File: config.mk
export PLATFORM = sky130hd
export DESIGN_NAME = mem_access_unit_flat
export DESIGN_NICKNAME = d
export VERILOG_FILES = /design/src/rtl/mem_access_unit_if.sv /design/src/rtl/mem_access_unit.sv /design/src/flat_wrapper.sv
export SDC_FILE = /design/constraint.sdc
export NUM_CORES = 1
export LEC_CHECK = 0
export CORE_ASPECT_RATIO = 1.75
export CORE_MARGIN = 4
export CORE_UTILIZATION = 45
export CTS_CLUSTER_DIAMETER = 100
export DETAILED_ROUTE_END_ITERATION = 12
export GPL_ROUTABILITY_DRIVEN = 0
export GPL_TIMING_DRIVEN = 0
export MAX_ROUTING_LAYER = met4
export PLACE_DENSITY = 0.92
export SETUP_SLACK_MARGIN = 0.5
export SLEW_MARGIN = 20
export SYNTH_ARGS = -nofsm -noshare
export SYNTH_HDL_FRONTEND = slang
export SYNTH_SLANG_ARGS = --single-unit
File: constraint.sdc
create_clock -name i_clock -period 2.07 [get_ports i_clock]
set_input_delay 0.414 -clock i_clock [delete_from_list [all_inputs] [get_ports i_clock]]
set_output_delay 0.414 -clock i_clock [all_outputs]
set_load 0.01 [all_outputs]
File: src/rtl/mem_access_unit_if.sv
// ---------------------------------------------------------------------------
// mem_access_unit_if
// Purpose : bundles the request bus from the EX/MEM latch, the data-memory
//           port and the results returned to the pipeline for mem_access_unit.
// Ports   : no clock/reset; the bus signals are
//   request   i_valid, i_mem_read, i_mem_write, i_size, i_unsigned,
//             i_addr, i_wdata
//   memory    i_mem_rdata (in), o_mem_enable, o_mem_read, o_mem_write,
//             o_mem_addr, o_mem_wdata (out)
//   pipeline  o_stall, o_load_data, o_done, o_misaligned (out)
// Modports: slave  = the MEM-stage controller
//           master = whatever drives requests and models memory
// ---------------------------------------------------------------------------
interface mem_access_unit_if #(
    parameter int DATA_SIZE = 32,
    parameter int ADDR_SIZE = 32,
    parameter int REG_SIZE  = 5
);
    // Handshake: a request is i_valid=1 with its fields stable; the
    // requester must hold every request field unchanged while o_stall=1
    // and may change them at the first clock edge where o_stall=0.
    logic                 i_valid;
    logic                 i_mem_read;
    logic                 i_mem_write;
    logic [1:0]           i_size;
    logic                 i_unsigned;
    logic [ADDR_SIZE-1:0] i_addr;
    logic [DATA_SIZE-1:0] i_wdata;
    logic [DATA_SIZE-1:0] i_mem_rdata;
    logic                 o_mem_enable;
    logic                 o_mem_read;
    logic                 o_mem_write;
    logic [REG_SIZE-1:0]  o_mem_addr;
    logic [DATA_SIZE-1:0] o_mem_wdata;
    logic                 o_stall;
    logic [DATA_SIZE-1:0] o_load_data;
    logic                 o_done;
    logic                 o_misaligned;

    modport slave (
        input  i_valid, i_mem_read, i_mem_write, i_size, i_unsigned,
               i_addr, i_wdata, i_mem_rdata,
        output o_mem_enable, o_mem_read, o_mem_write, o_mem_addr,
               o_mem_wdata, o_stall, o_load_data, o_done, o_misaligned
    );

    modport master (
        output i_valid, i_mem_read, i_mem_write, i_size, i_unsigned,
               i_addr, i_wdata, i_mem_rdata,
        input  o_mem_enable, o_mem_read, o_mem_write, o_mem_addr,
               o_mem_wdata, o_stall, o_load_data, o_done, o_misaligned
    );
endinterface

File: src/rtl/mem_access_unit.sv
// ---------------------------------------------------------------------------
// mem_access_unit
// Purpose : MEM-stage controller. Turns byte-addressed LB/LBU/LH/LHU/LW and
//           SB/SH/SW requests into word-index accesses on a 1-cycle-latency
//           synchronous data memory. Loads extract and extend the lane;
//           SB/SH are done as read-modify-write. o_stall holds the pipeline
//           while a multi-cycle access is in flight.
// Ports   : i_clock  rising-edge clock
//           i_reset  asynchronous active-low reset
//           bus      mem_access_unit_if.slave (request, memory, results)
//           o_state  current FSM state (debug visibility)
// Config  : define MEM_ALIGN_CHECK_EN to squash misaligned halfword/word
//           accesses and pulse o_misaligned; otherwise low address bits
//           are ignored for those sizes and o_misaligned stays 0.
// ---------------------------------------------------------------------------
module mem_access_unit #(
    parameter int DATA_SIZE = 32,
    parameter int ADDR_SIZE = 32,
    parameter int REG_SIZE  = 5
) (
    input  logic                  i_clock,
    input  logic                  i_reset,
    mem_access_unit_if.slave      bus,
    output logic [1:0]            o_state
);
    typedef enum logic [1:0] {
        IDLE      = 2'd0,
        LOAD_WAIT = 2'd1,
        RMW_MERGE = 2'd2,
        RMW_WRITE = 2'd3
    } state_t;

    state_t               state, state_next;
    logic [DATA_SIZE-1:0] load_data_q, merge_q;
    logic                 done_q, misaligned_q;

    logic                 is_byte, is_half, is_sub, misaligned;
    logic                 want_read, want_write;
    logic                 done_next, misaligned_next;
    logic [7:0]           byte_sel;
    logic [15:0]          half_sel;
    logic [DATA_SIZE-1:0] extended, merged;

    // Upper address bits only select outside this 32-word memory.
    logic unused_addr_bits;
    assign unused_addr_bits = ^bus.i_addr[ADDR_SIZE-1:REG_SIZE+2];

    // Request decode. Size 10 falls through to word.
    always_comb begin
        is_byte = (bus.i_size == 2'b00);
        is_half = (bus.i_size == 2'b01);
        is_sub  = is_byte | is_half;
`ifdef MEM_ALIGN_CHECK_EN
        misaligned = (bus.i_mem_read | bus.i_mem_write) &
                     ((is_half & bus.i_addr[0]) |
                      (!is_sub & (bus.i_addr[1:0] != 2'b00)));
`else
        misaligned = 1'b0;
`endif
        // Store wins when both strobes are set.
        want_write = bus.i_valid & bus.i_mem_write & !misaligned;
        want_read  = bus.i_valid & bus.i_mem_read & !bus.i_mem_write & !misaligned;
    end

    // Load lane extraction and sub-word merge (little-endian lanes).
    always_comb begin
        byte_sel = bus.i_mem_rdata[{bus.i_addr[1:0], 3'b000} +: 8];
        half_sel = bus.i_addr[1] ? bus.i_mem_rdata[31:16] : bus.i_mem_rdata[15:0];
        if (is_byte)
            extended = {{24{!bus.i_unsigned & byte_sel[7]}}, byte_sel};
        else if (is_half)
            extended = {{16{!bus.i_unsigned & half_sel[15]}}, half_sel};
        else
            extended = bus.i_mem_rdata;

        merged = bus.i_mem_rdata;
        if (is_byte)
            merged[{bus.i_addr[1:0], 3'b000} +: 8] = bus.i_wdata[7:0];
        else if (bus.i_addr[1])
            merged[31:16] = bus.i_wdata[15:0];
        else
            merged[15:0] = bus.i_wdata[15:0];
    end

    // FSM: state register
    always_ff @(posedge i_clock or negedge i_reset) begin
        if (!i_reset) state <= IDLE;
        else          state <= state_next;
    end

    // FSM: next state and completion flags
    always_comb begin
        state_next      = state;
        done_next       = 1'b0;
        misaligned_next = 1'b0;
        case (state)
            IDLE: begin
                if (want_write && is_sub)
                    state_next = RMW_MERGE;
                else if (want_read)
                    state_next = LOAD_WAIT;
                // Word store, no-op request and squashed access all finish now.
                done_next       = bus.i_valid & !want_read & !(want_write & is_sub);
                misaligned_next = bus.i_valid & misaligned;
            end
            LOAD_WAIT: begin
                state_next = IDLE;
                done_next  = 1'b1;
            end
            RMW_MERGE: state_next = RMW_WRITE;
            RMW_WRITE: begin
                state_next = IDLE;
                done_next  = 1'b1;
            end
            default: state_next = IDLE;
        endcase
    end

    // FSM: memory strobes and stall
    always_comb begin
        bus.o_mem_enable = 1'b0;
        bus.o_mem_read   = 1'b0;
        bus.o_mem_write  = 1'b0;
        bus.o_mem_wdata  = bus.i_wdata;
        bus.o_stall      = 1'b0;
        case (state)
            IDLE: begin
                if (want_write && !is_sub) begin
                    bus.o_mem_enable = 1'b1;
                    bus.o_mem_write  = 1'b1;
                end else if (want_write || want_read) begin
                    bus.o_mem_enable = 1'b1;
                    bus.o_mem_read   = 1'b1;
                    bus.o_stall      = 1'b1;
                end
            end
            RMW_MERGE: bus.o_stall = 1'b1;
            RMW_WRITE: begin
                bus.o_mem_enable = 1'b1;
                bus.o_mem_write  = 1'b1;
                bus.o_mem_wdata  = merge_q;
            end
            default: ;
        endcase
        // Requests may already be presented during reset; keep memory quiet.
        if (!i_reset) begin
            bus.o_mem_enable = 1'b0;
            bus.o_mem_read   = 1'b0;
            bus.o_mem_write  = 1'b0;
            bus.o_stall      = 1'b0;
        end
    end

    // Result and merge registers
    always_ff @(posedge i_clock or negedge i_reset) begin
        if (!i_reset) begin
            load_data_q  <= '0;
            merge_q      <= '0;
            done_q       <= 1'b0;
            misaligned_q <= 1'b0;
        end else begin
            done_q       <= done_next;
            misaligned_q <= misaligned_next;
            if (state == LOAD_WAIT) load_data_q <= extended;
            if (state == RMW_MERGE) merge_q     <= merged;
        end
    end

    // Address is combinational: the request is held stable under stall.
    assign bus.o_mem_addr  = bus.i_addr[REG_SIZE+1:2];
    assign bus.o_load_data = load_data_q;
    assign bus.o_done      = done_q;
`ifdef MEM_ALIGN_CHECK_EN
    assign bus.o_misaligned = misaligned_q;
`else
    assign bus.o_misaligned = 1'b0;
`endif
    assign o_state = state;
endmodule
File: src/flat_wrapper.sv
// flat-port wrapper written by rule: the top's interface ports become plain ports
module mem_access_unit_flat 
#(
    parameter int DATA_SIZE = 32,
    parameter int ADDR_SIZE = 32,
    parameter int REG_SIZE  = 5
)
  (i_clock, i_reset, o_state, bus_i_valid, bus_i_mem_read, bus_i_mem_write, bus_i_size, bus_i_unsigned, bus_i_addr, bus_i_wdata, bus_i_mem_rdata, bus_o_mem_enable, bus_o_mem_read, bus_o_mem_write, bus_o_mem_addr, bus_o_mem_wdata, bus_o_stall, bus_o_load_data, bus_o_done, bus_o_misaligned);
  mem_access_unit_if #(.DATA_SIZE(DATA_SIZE), .ADDR_SIZE(ADDR_SIZE), .REG_SIZE(REG_SIZE)) bus_i ();
  input  logic i_clock;
  input  logic i_reset;
  output logic [1:0] o_state;
  input wire logic [$bits(bus_i.i_valid)-1:0] bus_i_valid;
  input wire logic [$bits(bus_i.i_mem_read)-1:0] bus_i_mem_read;
  input wire logic [$bits(bus_i.i_mem_write)-1:0] bus_i_mem_write;
  input wire logic [$bits(bus_i.i_size)-1:0] bus_i_size;
  input wire logic [$bits(bus_i.i_unsigned)-1:0] bus_i_unsigned;
  input wire logic [$bits(bus_i.i_addr)-1:0] bus_i_addr;
  input wire logic [$bits(bus_i.i_wdata)-1:0] bus_i_wdata;
  input wire logic [$bits(bus_i.i_mem_rdata)-1:0] bus_i_mem_rdata;
  output wire logic [$bits(bus_i.o_mem_enable)-1:0] bus_o_mem_enable;
  output wire logic [$bits(bus_i.o_mem_read)-1:0] bus_o_mem_read;
  output wire logic [$bits(bus_i.o_mem_write)-1:0] bus_o_mem_write;
  output wire logic [$bits(bus_i.o_mem_addr)-1:0] bus_o_mem_addr;
  output wire logic [$bits(bus_i.o_mem_wdata)-1:0] bus_o_mem_wdata;
  output wire logic [$bits(bus_i.o_stall)-1:0] bus_o_stall;
  output wire logic [$bits(bus_i.o_load_data)-1:0] bus_o_load_data;
  output wire logic [$bits(bus_i.o_done)-1:0] bus_o_done;
  output wire logic [$bits(bus_i.o_misaligned)-1:0] bus_o_misaligned;
  assign bus_i.i_valid = bus_i_valid;
  assign bus_i.i_mem_read = bus_i_mem_read;
  assign bus_i.i_mem_write = bus_i_mem_write;
  assign bus_i.i_size = bus_i_size;
  assign bus_i.i_unsigned = bus_i_unsigned;
  assign bus_i.i_addr = bus_i_addr;
  assign bus_i.i_wdata = bus_i_wdata;
  assign bus_i.i_mem_rdata = bus_i_mem_rdata;
  assign bus_o_mem_enable = bus_i.o_mem_enable;
  assign bus_o_mem_read = bus_i.o_mem_read;
  assign bus_o_mem_write = bus_i.o_mem_write;
  assign bus_o_mem_addr = bus_i.o_mem_addr;
  assign bus_o_mem_wdata = bus_i.o_mem_wdata;
  assign bus_o_stall = bus_i.o_stall;
  assign bus_o_load_data = bus_i.o_load_data;
  assign bus_o_done = bus_i.o_done;
  assign bus_o_misaligned = bus_i.o_misaligned;
  mem_access_unit #(.DATA_SIZE(DATA_SIZE), .ADDR_SIZE(ADDR_SIZE), .REG_SIZE(REG_SIZE)) u_core (.i_clock(i_clock), .i_reset(i_reset), .bus(bus_i), .o_state(o_state));
endmodule
== Yosys cells after proc, flatten, opt, wreduce, memory -nomap -nowiden ==
Cells that the tools add are included.

* RAM bits: 0
* Memories: 0
* Output and inout bits: 77
* Bits in latches: 0
* Register bits after elaboration: 67
* Bits of input ports: 104
* Bits in read-only memories: 0

* Reduce and logical (&&, ||, !) cells: 11
* Mux-type cells: 24
* Shift-type cells: 3
* Bitwise gates (word level): 9
* Equal/unequal tests: 5
* $add $sub $neg: 1
* Multiply operators: 0
* $lt $le $gt $ge: 0
* Divide/modulo/power cells: 0

{| class="wikitable"
|+ Operator list
! operator !! count
|-
| 32-bit 2-to-1 mux || 4
|-
| 16-bit 2-to-1 mux || 3
|-
| 32-bit bitwise mux || 1
|-
| 8-bit by 7-bit variable shift with 32-bit output, first input constant || 1
|-
| 32-bit by 6-bit indexed part select with 8-bit output || 1
|-
| 8-bit by 7-bit indexed part select with 32-bit output || 1
|-
| 1-bit 2-to-1 mux || 9
|-
| 1-bit AND || 8
|-
| 1-bit one-hot mux with 2 select lines || 4
|-
| 5-bit negator with 7-bit output || 1
|-
| 2-bit one-hot mux with 3 select lines || 1
|-
| 1-bit zero test || 5
|-
| 2-bit by 1-bit equality test with 1-bit output, second input constant || 2
|-
| 2-bit equality test, second input constant || 2
|-
| 2-bit zero test || 2
|-
| 2-bit 2-to-1 mux || 2
|-
| 3-bit by 1-bit inequality test with 1-bit output, second input constant || 1
|-
| 1-bit logical AND || 2
|-
| 2-bit OR reduction || 1
|-
| 1-bit logical OR || 1
|-
| 1-bit bitwise OR || 1
|}

== Longest topological paths before layout ==
Gate-level depths: netlist of the first run.

* Depth after elaboration: 7
* Gate-level depth with buffers: 9

== Worst setup path before layout of the first run ==
No wires, ideal clock.

* Path kind: in2reg
* Start point: input port bus_i_addr[1]
* End point: register u_core.merge_q[0]
* Cell stages on the path: 8
* Data required time: 1944 ps
* Setup slack: -84 ps
* Data arrival time: 2028 ps
* Path through: buf_2 > buf_2 > buf_4 > inv_1 > ha_1 > nor4bb_1 > o211a_4 > a221o_1

* Longest elaborated chain between the ends: 4
* Elaborated cells between the ends (all ways): 6
* Classes of those cells: add/sub: 1; shift: 2; mux: 3

{| class="wikitable"
|+ Ends and longest elaborated chain
! what !! line !! RTL
|-
| start, declared || flat_wrapper.sv:18 || <nowiki>input wire logic [$bits(bus_i.i_addr)-1:0] bus_i_addr;</nowiki>
|-
| 5-bit negator with 7-bit output || mem_access_unit.sv:78 || <nowiki>merged[{bus.i_addr[1:0], 3'b000} +: 8] = bus.i_wdata[7:0];</nowiki>
|-
| 8-bit by 7-bit indexed part select with 32-bit output or 8-bit by 7-bit variable shift with 32-bit output (tied branches) || mem_access_unit.sv:78 ||
|-
| 32-bit bitwise mux || mem_access_unit.sv:78 ||
|-
| 32-bit 2-to-1 mux (*) || mem_access_unit.sv:77 || <nowiki>if (is_byte)</nowiki>
|-
| end signal, assigned || mem_access_unit.sv:165 || <nowiki>if (state == RMW_MERGE) merge_q <= merged;</nowiki>
|-
| end, declared || mem_access_unit.sv:34 || <nowiki>logic [DATA_SIZE-1:0] load_data_q, merge_q;</nowiki>
|}

Every way passes the cells marked *; elsewhere a longest branch is shown, timed or not.
A chain may end at the register's enable or synchronous reset.

== Worst setup path after layout of the first run ==
* Start point: register u_core.state[1] (netlist: u_core.o_state[1])
* End point: output port bus_o_mem_wdata[3]

* Longest elaborated chain between the ends: 2

{| class="wikitable"
|+ Ends and longest elaborated chain
! what !! line !! RTL
|-
| start, declared || mem_access_unit.sv:33 || <nowiki>state_t state, state_next;</nowiki>
|-
| start signal, assigned || mem_access_unit.sv:88 || <nowiki>else state <= state_next;</nowiki>
|-
| 2-bit equality test || mem_access_unit.sv:126 || <nowiki>case (state)</nowiki>
|-
| 32-bit 2-to-1 mux || mem_access_unit.sv:126 ||
|-
| end, declared || flat_wrapper.sv:25 || <nowiki>output wire logic [$bits(bus_i.o_mem_wdata)-1:0] bus_o_mem_wdata;</nowiki>
|}

Every way passes these cells.

==> out/metrics.cfg, run 1 <==
[status]
outcome=finished with violations
violations=negative setup slack

[placed_design]
hpwl_um=13200
post-place-ws_ps=-749
placed_area_um2=6550
io_buffers=149

[finish]
fin_area_um2=8390
final_cell_mix=clkdlybuf4s50_1, dfrtp_1, buf_6
nNetsFinal=815
mostFrequentLayoutCell=clkdlybuf4s50_1
area_growth_pct=82.0
drive_gt1_share_pct=40.9

[clock_network]
clk_pin_slew_worst_paths_ps=60
htree_levels=3
clk_latency_ps=350
cts-root-buf=clkbuf_16
cts_buffer_depth=2
cts_tree=done
cts_buffers=9
clock_sinks=67

[setup_path]
worstPathMaxFanout=6
cpMaxStageDelayCell=dfrtp_2
critPathMaxStageDelay_ps=440
end_kind=output port
crit_path_frequent_cell=buf_6
r2r_start=u_core.o_state[0]
cp_cell_sequence=ha_4, clkbuf_16, buf_12, buf_6, mux2_4, buf_6
required_ps=1660
startpoint=u_core.o_state[1]
arrival_ps=1800
criticalPathCategory=reg2out
start_kind=register

[logic_synthesis]
synth_warnings=0
synth_compound_area_share_pct=24.7
synth_area_leader_cell=dfrtp_1
synth_top_area_share_pct=36.4
synth_adder_area_share_pct=2.71
ys_seq_area_share_pct=36.4
synth.area.mux_share_pct=15.7
synth-edff-count=0
synthArstFlopShare_pct=100
synth_xor_area_share_pct=0
netlist_top_cells_area=dfrtp_1, mux2_2, mux2i_1
synthDistinctLibCells=45
synth-main-ff-cell=dfrtp_1
syn_inst=487
synth_top_family_by_area=compound AO/OA/AOI/OAI gates
ys_seq_elements=67
yosys.area_share.simple_pct=12.9
syn_area_um2=4610
syn_nets=601
syn_avg_cell_area_um2=9.47

[detailed_routing]
drc_errors=0
drtIter0Drc=841
final_antenna_net_count=0
drt_first_pass_iters=6
avgRoutedWirePerCell_um=30.8
dr_total_vias=5822
vias_per_cell=6.99
wirelength_um=25600

[grt]
grt_pass1_wl_um=35000
grt_use_total_pct=40.0
gr-max-usage-layer=met2
use_met2_pct=64.1
grt_use_met1_pct=41.2
grt_overflow=0
met3_usage_pct=10.7
antenna_found_initial=2
grt_pass1_vias=5868
grt_max_degree=41

[pwr]
intPower_mw=6.72
seqPwrFrac_pct=22.2
pwr-share-comb_pct=63.4
cellPowerDensity_nw_per_um2=1330
p_leak_nw=3.63
ir_drop_mv=0.913
power.net_switching_mw=4.48
swShare_pct=40.0
clock_power_share_pct=14.4

[floorplanning]
fp.dieW_um=84.5
io_pins=181
coreArea_um2=9970
die_y_um=142
start_util_pct=46.2
die-area_um2=12000
std_cell_rows=48

[timing]
period_minus_slack_ps=2210
rsz0062_at_grt=yes
period_share_pct=107
max_freq_mhz=452
relSlewSlack_pct=32.9
slew_violations=0
fin_ws_ps=-141
skew_ps=8.97
hold_viol=0
tightest_slew_ps=1010
setup_viol=35

[hold_path]
hold_class=in2async

[flow_run]
maxCapViolations=0

## synth_stat cells, types with 3 or more instances
cell	number
mux2_2	39
a21oi_1	25
nand2b_1	11
a221o_1	8
buf_4	8
a22o_1	24
a22oi_1	7
o21ai_0	33
dfrtp_1	67
buf_1	8
o221ai_1	24
nand2_1	13
nor2b_1	32
ha_1	10
mux2i_1	24
and3b_1	8
clkbuf_1	21
a31oi_1	31
inv_1	31
nand4bb_1	3
nor2_1	23
buf_2	10
## final timing paths
check,to,slack (ps),depth (start not counted)
min,u_core.bus.o_load_data[25],20,2
max in group asynchronous,u_core.bus.o_load_data[9],1400,2
max,bus_o_mem_wdata[3],-140,6
min reg2reg,u_core.merge_q[31],510,1
min in group i_clock,u_core.merge_q[31],510,1
max reg2reg,u_core.merge_q[3],80,10
## final cells by class
type	count	area (um^2)
plain buffers	48	588
clock inverters	6	63.8
inverters	31	139
diodes	2	5.00
fillers	506	1580
multi-input cells	341	3410
repair buffers	203	2110
well taps	125	156
clock buffers	10	239
flip-flops and latches	67	1680
## layer usage
| layer | vias up | wire, um | part of all wire (%) |
|---|---|---|---|
| met4 | 0 | 2780 | 11 |
| li1 | 2238 | - | - |
| met3 | 237 | 2820 | 11 |
| met1 | 2740 | 8020 | 31 |
| met2 | 607 | 12000 | 47 |
| met5 | - | 0 | 0 |
## registers in the layout, summed over array words and instances (netlist names)
signal,flops
u_core.merge_q,32
u_core.bus.o_done,1
u_core.o_state,2
u_core.bus.o_load_data,32
## through the flow
step	total power [mW]	util [%]	cells	hold WS (ps)	TNS (ps)
finish	11.2	84.2	833	23.0	-2340
global route	11.5	84.2	833	47.4	-2990
CTS	9.82	79.1	818	29.8	-1590
detailed placement	6.67	65.7	762	364	-22370
global placement	6.51	65.6	761	495	-134850
floorplan	4.74	-	487	118	0
## logic make-up after synthesis
kind of cell               Yosys count
AOI/OAI and AO/OA                  163
and+or+nand+nor                    102
buffers and inverters               79
DFF                                 67
muxes                               65
adders and majority gates           10
other                                1
## power groups by stage
stage | logic [mW] | clock network, mW | registers (mW)
floorplan | 2.33 | 0 | 2.40
global placement | 4.16 | 0 | 2.36
detailed placement | 4.29 | 0 | 2.38
CTS | 5.87 | 1.57 | 2.38
global route | 7.29 | 1.66 | 2.51
finish | 7.10 | 1.62 | 2.49
## repair_timing
item                                    4_1_cts  5_1_grt
hold buffers                                  2        0
resized for setup                           391       77
endpoints found under the hold margin         5        0
gates cloned                                  8        0
setup buffers                                30       13
endpoints found under the setup margin      137      104
pin swaps                                    52       33
## worst max-delay path, delay by kind of cell (launching register included)
family / cells / cell delay (ps)
multiplexers: 1 / 300
adder cells (fa/ha/maj): 1 / 170
buffers and inverters: 4 / 530
flip-flops: 1 / 440
Note: power is estimated with default switching activity, not from simulation.
==> run 2: changes to the inputs <==
CELL_PAD_IN_SITES_DETAIL_PLACEMENT = 0   (was unset)
CELL_PAD_IN_SITES_GLOBAL_PLACEMENT = 2   (was unset)
CORE_UTILIZATION = 26   (was 45)
SETUP_SLACK_MARGIN = 0.2   (was 0.5)
TNS_END_PERCENT = 30   (was unset)
==> run 2 against run 1 <==
  * The run still ends with negative setup slack left
  * Maximum frequency grew 0.38%
  * Die area grew 67%
  * Non-clock buffer count shrank 40
  * Sequential power shrank 4%
  * Sequential cell count is the same
  * Cell area shrank 13%
  * Total power shrank 19%
  * Combinational power shrank 33%
  * Clock power grew 21%
  * Clock skew shrank 2.6 ps
  * Sequential share of layout area grew 2.9 points
==> out/metrics.cfg, run 2 (synthesis results as in run 1) <==
[status]
outcome=finished with violations
violations=negative setup slack

[pwr]
cellPowerDensity_nw_per_um2=1240
p_leak_nw=3.12
ir_drop_mv=0.516
totalPowerFinal_mw=9.10

[placed_design]
hpwl_um=15200
placed_area_um2=6450
dp.cells=868
io_buffers=149

[setup_path]
cp_num_buf_inv=4
cp_cell_sequence=ha_4, clkbuf_16, buf_12, buf_12, mux2_2, buf_6
end_kind=output port
cpMaxStageDelayCell=dfrtp_1
criticalPathCategory=reg2out
worstPathMaxFanout=6
arrival_ps=1790
crit_path_frequent_cell=buf_12
required_ps=1660
start_kind=register
cp_top_family=buffers and inverters
critPathMaxStageDelay_ps=420

[clock_network]
cts_tree=done
clock_sinks=67
clk_latency_ps=340
cts_buffer_depth=2
cts_buffers=9
clk_pin_slew_worst_paths_ps=60
hold_buffers=0
cts-root-buf=clkbuf_16
htree_levels=3

[hold_path]
hold_class=in2async

[detailed_routing]
drc_errors=0
drt_first_pass_iters=5
final_antenna_net_count=0
vias_per_cell=5.26
avgRoutedWirePerCell_um=21.7
drtIter0Drc=373
dr_total_vias=4735
wirelength_um=19600

[finish]
multiInputGateArea_um2=2780
final_cell_mix=clkdlybuf4s50_1, dfrtp_1, o21ai_0, nor2b_1
seq_area_um2=1680
drive_gt1_share_pct=28.1
fin_cells=900
fill_cells=1756
nNetsFinal=775
area_growth_pct=58.9
mostFrequentLayoutCell=clkdlybuf4s50_1
fin_area_um2=7330

[floorplanning]
io_pins=181
start_util_pct=26.4
die_y_um=184
coreArea_um2=17500
fp.dieW_um=109
std_cell_rows=64
die-area_um2=20000

[timing]
relSlewSlack_pct=61.4
max_freq_mhz=454
period_share_pct=106
slew_violations=0
period_minus_slack_ps=2200
timing.hold.ws_ps=9.27
setup_viol=35
tightest_slew_ps=578
skew_ps=6.33
fin_ws_ps=-132
rsz0062_at_grt=yes
hold_viol=0

[grt]
grt_pass1_wl_um=29200
grt_pass1_vias=4947
grt_use_total_pct=19.9
grt_max_degree=41
grt_overflow=0
antenna_found_initial=2

[flow_run]
maxCapViolations=0

run 2: cell count changes in the layout (fill, tap and decap cells not counted), moves of 11 or more:
cell | before | now
o21ai_0 | 18 | 32
mux2_4 | 29 | 8
dlygate4sd2_1 | 37 | 1
a21oi_2 | 16 | 0
mux2_2 | 10 | 31
buf_4 | 31 | 20
buf_6 | 58 | 31
a21oi_1 | 0 | 25
a31oi_1 | 12 | 31
clkdlybuf4s50_1 | 69 | 104
a31oi_4 | 16 | 0
run 2: worst paths after layout:
path	from	endpoint	slack [ps]	cells past startpoint
worst max-delay path	u_core.o_state[0]	bus_o_mem_wdata[28]	-130	6
worst min-delay path	i_reset	u_core.merge_q[11]	9	1
worst max register to register	u_core.o_state[0]	u_core.bus.o_load_data[20]	220	7
worst min register to register	u_core.merge_q[18]	u_core.merge_q[18]	520	1
max in group asynchronous	i_reset	u_core.o_state[1]	1480	2
min in group i_clock	bus_i_mem_rdata[31]	u_core.bus.o_load_data[31]	520	3
run 2: worst reg2reg max path, stage by stage (launching register included):
cell,delay [ps]
dfrtp_1,420
buf_4,170
buf_4,120
ha_1,290
clkbuf_4,240
clkbuf_4,220
a31oi_1,160
o21ai_0,110
run 2: what timing repair did:
item / CTS / global route
cloned: 2 / 0
pin swaps: 8 / 4
hold endpoints to repair: 0 / 0
setup endpoints to repair: 102 / 96
buffers inserted: 10 / 1
resized for setup: 253 / 38
run 2: stage by stage:
step	TNS (ps)	worst slack, ps	util (%)
after global placement	-175470	-2690	36.8
after global routing	-3260	-156	42.0
after floorplan	0	179	-
after CTS	-1520	-127	41.4
after detailed placement	-51800	-1380	36.9
final	-2300	-132	42.0
run 2: cell type report:
cell class              instances  share of cell area [%]
multi-input cells             341                    38.0
clock inverters                 6                    1.86
repair buffers                163                    22.7
well taps                     231                    3.94
plain buffers                  48                    5.50
inverters                      31                    1.74
clock buffers                  10                    3.26
diodes                          3                   0.102
flip-flops and latches         67                    22.9
run 2: routing by layer:
layer	up-vias	track usage, %	wire length (um)
li1	2152	-	-
met1	2317	19.7	6920
met2	198	35.8	10700
met3	68	2.66	844
met4	0	12.6	1100
met5	-	-	0
run 2: report_power, final:
part | internal [mW] | switching [mW] | total [mW]
Clock | 1.33 | 0.623 | 1.96
Sequential | 1.96 | 0.417 | 2.38
Combinational | 2.59 | 2.18 | 4.77
Total | 5.88 | 3.22 | 9.10
==> run 3: changes to the inputs <==
REMOVE_ABC_BUFFERS = 1   (was unset)
==> run 3 against run 2 <==
  * The flow finishes with violations (negative hold slack, negative setup slack)
  * Count of clock-buffer cells in the layout unchanged
  * Via count decreased by 4.4%
  * Die area did not move
  * Worst setup slack improved by 56 ps
  * Critical path type unchanged
  * Non-clock buffer count down 42
  * Core utilization shrank 1.6 points
  * Sequential power about the same
  * Register-to-register slack about the same
  * Largest cell class unchanged
  * Largest power group unchanged
  * Cell area decreased by 3.8%
  * Sequential cell count stayed put
  * Maximum frequency up 2.6%
  * Final cell count fell by 5.0%
==> out/metrics.cfg, run 3 (synthesis results as in run 1) <==
[finish]
fill_cells=1738
seq_area_um2=1680
final_util_pct=40.4
multiInputGateArea_um2=2800
mostFrequentLayoutCell=clkdlybuf4s50_1
n_antenna_cell=0
area_growth_pct=53.0
drive_gt1_share_pct=22.8
final_cell_mix=clkdlybuf4s50_1, dfrtp_1, buf_6
nNetsFinal=733

[setup_path]
r2r_slack_ps=210
r2r_start=u_core.o_state[1]
cp_cell_sequence=ha_4, buf_16, buf_12, mux2_4, buf_6
cp_num_buf_inv=3
criticalPathCategory=reg2out
end_kind=output port
cp_top_family=buffers and inverters
arrival_ps=1730
worst_r2r_path_depth=7
cpMaxStageDelayCell=dfrtp_1
r2r-end=u_core.merge_q[1]
required_ps=1660
start_kind=register
worstPathMaxFanout=6
critPathMaxStageDelay_ps=420

[clock_network]
clock_sinks=67
cts_buffers=9
hold_buffers=0
cts-root-buf=clkbuf_16
clk_latency_ps=340
cts_buffer_depth=2
clk_pin_slew_worst_paths_ps=60
cts_tree=done
htree_levels=3

[timing]
setup_tns_ps=-1140
timing.hold.ws_ps=-3.53
rsz0062_at_grt=yes
period_minus_slack_ps=2150
relSlewSlack_pct=56.8
tightest_slew_ps=647
slew_violations=0
setup_viol=21
period_share_pct=104
skew_ps=9.30
fin_ws_ps=-76.3
hold_viol=2
max_freq_mhz=466

[detailed_routing]
dr_total_vias=4528
drc_errors=0
dr_wl_met2_um=9400
vias_per_cell=5.30
routed-wl-met3_um=934
routed.top_layer=met4
wirelength_um=17900
avgRoutedWirePerCell_um=20.9
drtIter0Drc=262
final_antenna_net_count=0
wl_met1_um=7060
drt_first_pass_iters=4

[floorplanning]
start_util_pct=26.4
io_pins=181
die_y_um=184
die-area_um2=20000
coreArea_um2=17500
std_cell_rows=64
fp.dieW_um=109

[placed_design]
io_buffers=144
hpwl_um=12800

[grt]
grt_pass1_vias=4692
grt_overflow=0
antenna_found_initial=0
grt_use_total_pct=18.1
grt_pass1_wl_um=26900
grt_max_degree=55

[status]
violations=negative hold slack, negative setup slack
outcome=finished with violations

[flow_run]
maxCapViolations=0

[hold_path]
hold_class=in2async

[pwr]
p_leak_nw=3.01
cellPowerDensity_nw_per_um2=1260
ir_drop_mv=0.600

[run 3: how the worst max path moves through the flow]
stage | startpoint | endpoint | slack [ps] | depth (start not counted)
detailed placement | bus_i_addr[0] | u_core.merge_q[2] | -910 | 6
global route | u_core.o_state[0] | bus_o_mem_wdata[15] | -110 | 5
finish | u_core.o_state[0] | bus_o_mem_wdata[15] | -80 | 5
CTS | u_core.o_state[1] | bus_o_mem_wdata[15] | -90 | 5
global placement | i_reset | bus_o_stall | -2700 | 4
floorplan | u_core.o_state[1] | u_core.bus.o_load_data[16] | -330 | 4
[run 3: repair_timing]
item / in CTS / in global routing
cloned: 1 / 0
resized for setup: 237 / 15
endpoints found under the setup margin: 100 / 63
buffers inserted: 17 / 0
pin swaps: 6 / 11
[run 3: power breakdown]
group / internal [mW] / switching (mW) / leakage [nW]
registers: 1.96 / 0.426 / 0.809
logic: 2.67 / 2.10 / 2.05
clock network: 1.09 / 0.617 / 0.155
[run 3: cell type report]
class	count	share of cell area, %
Clock buffer	10	3.39
Timing Repair Buffer	169	25.8
Inverter	31	1.93
Clock inverter	6	1.26
Tap cell	231	4.10
Multi-Input combinational cell	341	39.8
Sequential cell	67	23.8
[run 3: stage by stage]
step / setup slack (ps) / area [um^2] / instances / power, mW
global route: -115 / 7050 / 855 / 9.36
floorplan: -330 / 4380 / 439 / 4.33
global placement: -2700 / 6110 / 814 / 6.18
finish: -76.3 / 7050 / 855 / 8.86
CTS: -88.3 / 7000 / 855 / 8.83
detailed placement: -911 / 6250 / 821 / 6.41
[run 3: worst reg2reg max path, cell delays in order, from the launching register on]
cell,delay [ps]
dfrtp_2,430
buf_4,160
buf_4,140
ha_4,230
clkinv_8,130
buf_16,190
a21oi_4,100
a221o_1,360
[run 3: routing by layer]
| layer | vias up | GRT usage (%) |
|---|---|---|
| li1 | 2064 | - |
| met1 | 2242 | 21.2 |
| met2 | 193 | 31.1 |
| met3 | 29 | 2.52 |
| met4 | 0 | 7.18 |
| met5 | - | - |
